$ cat config.mk
export PLATFORM = sky130hd
export DESIGN_NAME = uart_rx2x
export DESIGN_NICKNAME = d
export VERILOG_FILES = /design/src/rtl/uart_rx2x.sv
export SDC_FILE = /design/constraint.sdc
export NUM_CORES = 1
export LEC_CHECK = 0
export CORE_UTILIZATION = 40
export CTS_BUF_LIST = sky130_fd_sc_hd__clkbuf_16
export CTS_CLUSTER_DIAMETER = 150
export DETAILED_ROUTE_END_ITERATION = 8
export GPL_ROUTABILITY_DRIVEN = 0
export PLACE_DENSITY_LB_ADDON = 0.3
export SLEW_MARGIN = 10
export SYNTH_ARGS = -nofsm -noshare
export SYNTH_HDL_FRONTEND = slang
export SYNTH_SLANG_ARGS = --single-unit
$ cat constraint.sdc
create_clock -name clk -period 3.1 [get_ports clk]
set_input_delay 0.465 -clock clk [delete_from_list [all_inputs] [get_ports clk]]
set_output_delay 0.465 -clock clk [all_outputs]
set_load 0.01 [all_outputs]
$ cat src/rtl/uart_rx2x.sv
// uart_rx2x -- asynchronous serial receiver (8N1-style, LSB first) with a
// DL11-like done/read handshake.
//
// Ports
//   clk          system clock
//   async_reset  asynchronous, active-high reset
//   tick         1-clk enable at twice the baud rate
//   rx           serial line, already synchronised; idle = 1
//   rd           1-clk read strobe; clears done and overrun
//   data         last received character
//   done         character available, not yet read
//   overrun      a character completed while done was still set (sticky)
//   ferr         framing error (stop bit sampled low) on last character
//   busy         receiver FSM not in IDLE
//
// Handshake: done rises one clk after the stop-bit sample and stays high until
// a clk with rd=1 and no simultaneous completion. A completion in the same clk
// as rd wins: done stays high and overrun is cleared.
module uart_rx2x #(
    parameter int DATA_BITS = 8
) (
    input  logic                 clk,
    input  logic                 async_reset,
    input  logic                 tick,
    input  logic                 rx,
    input  logic                 rd,
    output logic [DATA_BITS-1:0] data,
    output logic                 done,
    output logic                 overrun,
    output logic                 ferr,
    output logic                 busy
);

    localparam int CW = $clog2(DATA_BITS);

    typedef enum logic [2:0] {
        S_IDLE,
        S_START,
        S_DATA,
        S_STOP,
        S_BREAK
    } state_t;

    state_t                 r_state;
    state_t                 w_state_next;
    logic                   w_sample_data;
    logic                   w_sample_stop;

    logic [DATA_BITS-1:0]   r_shift;
    logic [CW-1:0]          r_bitcnt;
    logic                   r_half;
    logic                   r_cpl;        // stop bit sampled last clk
    logic                   r_stop_bit;   // value of that stop sample
    logic [DATA_BITS-1:0]   r_data;
    logic                   r_done;
    logic                   r_overrun;
    logic                   r_ferr;

    // State register
    always_ff @(posedge clk or posedge async_reset) begin
        if (async_reset) begin
            r_state <= S_IDLE;
        end else begin
            r_state <= w_state_next;
        end
    end

    // Next state; nothing moves on clks without a tick.
    always_comb begin
        w_state_next  = r_state;
        w_sample_data = 1'b0;
        w_sample_stop = 1'b0;
        if (tick) begin
            case (r_state)
                S_IDLE: begin
                    if (!rx) w_state_next = S_START;
                end
                S_START: begin
                    w_state_next = rx ? S_IDLE : S_DATA;
                end
                S_DATA: begin
                    // r_half=1 marks the mid-bit tick of the current data bit
                    if (r_half) begin
                        w_sample_data = 1'b1;
                        if (r_bitcnt == CW'(DATA_BITS - 1)) w_state_next = S_STOP;
                    end
                end
                S_STOP: begin
                    if (r_half) begin
                        w_sample_stop = 1'b1;
                        w_state_next  = rx ? S_IDLE : S_BREAK;
                    end
                end
                S_BREAK: begin
                    if (rx) w_state_next = S_IDLE;
                end
                default: w_state_next = S_IDLE;
            endcase
        end
    end

    // Shift register, bit counter and half-bit phase
    always_ff @(posedge clk or posedge async_reset) begin
        if (async_reset) begin
            r_shift    <= '0;
            r_bitcnt   <= '0;
            r_half     <= 1'b0;
            r_cpl      <= 1'b0;
            r_stop_bit <= 1'b0;
        end else begin
            r_cpl <= w_sample_stop;
            if (w_sample_stop) r_stop_bit <= rx;
            if (tick) begin
                case (r_state)
                    S_START: begin
                        r_bitcnt <= '0;
                        r_half   <= 1'b0;
                    end
                    S_DATA: begin
                        // after the last sample r_half returns to 0, which is
                        // the phase STOP needs to sample two ticks later
                        r_half <= ~r_half;
                        if (w_sample_data) begin
                            r_shift  <= {rx, r_shift[DATA_BITS-1:1]};
                            r_bitcnt <= r_bitcnt + 1'b1;
                        end
                    end
                    S_STOP: begin
                        r_half <= ~r_half;
                    end
                    default: begin
                    end
                endcase
            end
        end
    end

    // Status / handshake registers, evaluated every clk
    always_ff @(posedge clk or posedge async_reset) begin
        if (async_reset) begin
            r_data    <= '0;
            r_done    <= 1'b0;
            r_overrun <= 1'b0;
            r_ferr    <= 1'b0;
        end else if (r_cpl) begin
            r_data <= r_shift;
            r_ferr <= ~r_stop_bit;
            r_done <= 1'b1;
            if (rd) begin
                r_overrun <= 1'b0;
            end else if (r_done) begin
                r_overrun <= 1'b1;
            end
        end else if (rd) begin
            r_done    <= 1'b0;
            r_overrun <= 1'b0;
        end
    end

    assign data    = r_data;
    assign done    = r_done;
    assign overrun = r_overrun;
    assign ferr    = r_ferr;
    assign busy    = (r_state != S_IDLE);

endmodule

==> results.md <==
* Worst setup path class: register to output port
* Largest net degree at the start of global routing at 29
* Post-route ant nets at 0
* Measured slew at the worst slew-check pin at 0.626 ns
* FF-to-FF path depth at 3
* Reg clk slew, reported paths at 0.07 ns
* Xor-xnor portion of the synthesized cell area at 0
* Chip Width at 57.0 µm
* Sequential element share of the synthesized area at 0.580
* Clock latency on the worst-skew pair at about 0.26 ns
* Routed wire per std cell at 13.7 µm
* Crit-path max FO at 9
* Initial Util at 0.431
* Synth Instances at 86
* Initial antenna violation count at 0
* Vias in the first global route at roughly 750
* Synth area leader: dfrtp_1
* # fillers at 240
* IO Pins at 17
* Final wirelength at 1840 µm
* Final period util at 0.676
* Setup Skew at 0.00559 ns
* Longest Clk Path Bufs at 2
* Met3 wire len at about 53 µm
* Post-synthesis mux area share at 0.189
* Clock Sinks at 28
* Fin nets at 111
* Dpl cells at 130
* Largest family of logic cells by synthesized area: multiplexers
* Lkg Pwr at between 0.7 and 0.8 nW
* Syn nets at 93
* Critical R2R Capture: r_shift[6]
* Outcome: finished clean
* Max-Cap Viols at 0
* Drt drc at 0
* Final setup TNS at 0 ns
* Row count at 19
* Crit. Startpoint: r_state[0]
* IO buf count at 16
* Relative slew margins at 0.582
* FF-to-FF Start: r_state[2]
* Final Non-Filler Cells at 134
* Max Clk Rate at about 480 MHz
* Initial drt markers at 10
* Endpoints failing hold at 0
* Post-DP HPWL at 1320 µm
* DP Area at around 1400 µm²
* Peak supply drop at ~0.33 mV
* Number of buffers created by CTS at 3
* Vias per cell at 5.25
* Share of post-route cells with drive strength above 1 at 0.243
* Worst EP arrival at 1.63 ns
* Die Ht at 57.0 µm
* Routed met1 length at 889 µm
* Crit path launch type: register
* Min Tclk post-route at 2.10 ns
* Top cells by area, synth: dfrtp_1 58%, mux2_2 10%, mux2_4 8.7%
* Compound-Gate Fraction of Synth Area at 0.0880
* Min-delay src: r_stop_bit
* Pwr dens at 870 nW/µm²
* WP data required at 2.63 ns
* CTS tree: done
* Root Buffer Master: clkbuf_16
* Post-synthesis adder-cell area fraction at 0.0207
* Top sig layer: met4
* Top-area cell type share of the netlist area at 0.580
* Reg2reg setup slack at ~1.4 ns
* H-tree depth at 1
* Via count at 704
* Crit path capture type: output port
* Synth Warn # at 0
* Setup Viol. Count Final at 0
* HP Class: register to register
* Diode count at 0
* RSZ-0062 raised after global routing: no
* Syn-to-layout area delta at 23.1%
* Hold buffer count at CTS at 0
* Final Instance Area at 1490 µm²
* Crit path to: busy
* Syn avg cell area at 14.1 µm²
* CTS-repair resized insts at 0
* Postcts setup bufs at 0
* Total global-route track usage at 0.135
* WL met2 at 875 µm
* Slew Viols, Final at 0
* Die ar. at between 3000 and 4000 µm²
* #FFs+latches synth at 28
* Count of cell types in the netlist at 22
* First-pass GRT wire length at 3380 µm
* Core footprint at between 2000 and 3000 µm²
* Simple-gate share of the synthesized area at 0.0828
* Synthesized area at 1210 µm²
* Global route overflow at 0
* Drt first pass iters at 4
* Util after Layout at 0.530
==> cells in the final DEF, fill, tap and decap left out, types with 2 or more instances in the layout <==
master           count
dfrtp_1             28
mux2_2              11
nor2_1               5
o21ai_0              5
a21oi_1              3
mux2_4               7
clkdlybuf4s50_1     16
nand2b_1             2
a22o_1               4
clkbuf_16            3
ha_1                 2
a21o_1               2
inv_1                4
==> worst min-delay path by stage <==
stage | endpoint | slack [ns] | depth (start not counted)
3_3_place_gp | ferr | 0.46 | 1
3_5_place_dp | ferr | 0.47 | 1
6_report | ferr | 0.46 | 1
4_1_cts | ferr | 0.47 | 1
5_1_grt | ferr | 0.48 | 1
2_1_floorplan | ferr | 0.42 | 1
==> final cells by class <==
type	count	area [µm²]	area share
clock buffer	3	75.1	0.0505
clock inverter	1	30.0	0.0202
inverter	4	15.0	0.0101
multi-input combinational	50	460	0.310
sequential	28	701	0.471
tap	31	38.8	0.0261
timing repair buffer	17	168	0.113
==> cells in the mapped netlist <==
master      n
a21oi_1     3
nand2b_1    2
o2bb2ai_1   1
ha_1        2
nand2_1     1
mux2_2     11
mux2_4      7
nor2_1      5
a21o_1      2
nand3_1     1
nand3b_4    1
buf_6       2
dfrtp_1    28
or3_1       1
buf_2       2
nor3b_4     1
nand3b_1    1
o31ai_1     1
or2b_1      1
inv_1       4
o21ai_0     5
a22o_1      4
==> critical path, stage by stage, from the launching register on <==
cell             delay, ns
dfrtp_1               0.48
or3_1                 0.41
clkdlybuf4s50_1       0.48
==> cell families (layout without fill, tap and decap cells) <==
family / count (synthesis) / in the layout
AOI/OAI and AO/OA: 16 / 16
adders and majority gates: 2 / 2
buffers and inverters: 8 / 25
DFF: 28 / 28
muxes: 18 / 18
and+or+nand+nor: 14 / 14
==> flip-flops by register name (all words and copies together) (netlist names) <==
register,count
data,8
done,1
ferr,1
overrun,1
r_bitcnt,3
r_cpl,1
r_half,1
r_shift,8
r_state,3
r_stop_bit,1
==> metal layers <==
metal	vias to the layer above	global-route usage
met5	-	0
met4	0	0.0418
met3	2	0.0363
met2	12	0.210
met1	354	0.185
li1	336	-
==> through the flow <==
step	hold slack, ns	power, mW	worst slack [ns]
after floorplan	0.417	0.814	1.71
after global placement	0.460	0.911	0.869
after detailed placement	0.469	0.929	0.845
after CTS	0.474	1.31	0.996
after global routing	0.478	1.37	0.957
final	0.456	1.29	1.00
==> report_power, final <==
| part | total, mW | switching, mW | internal (mW) |
|---|---|---|---|
| Combinational | 0.336 | 0.119 | 0.218 |
| Clock | 0.378 | 0.121 | 0.257 |
| Sequential | 0.580 | 0.108 | 0.471 |
Power figures use the tool's default switching activity.
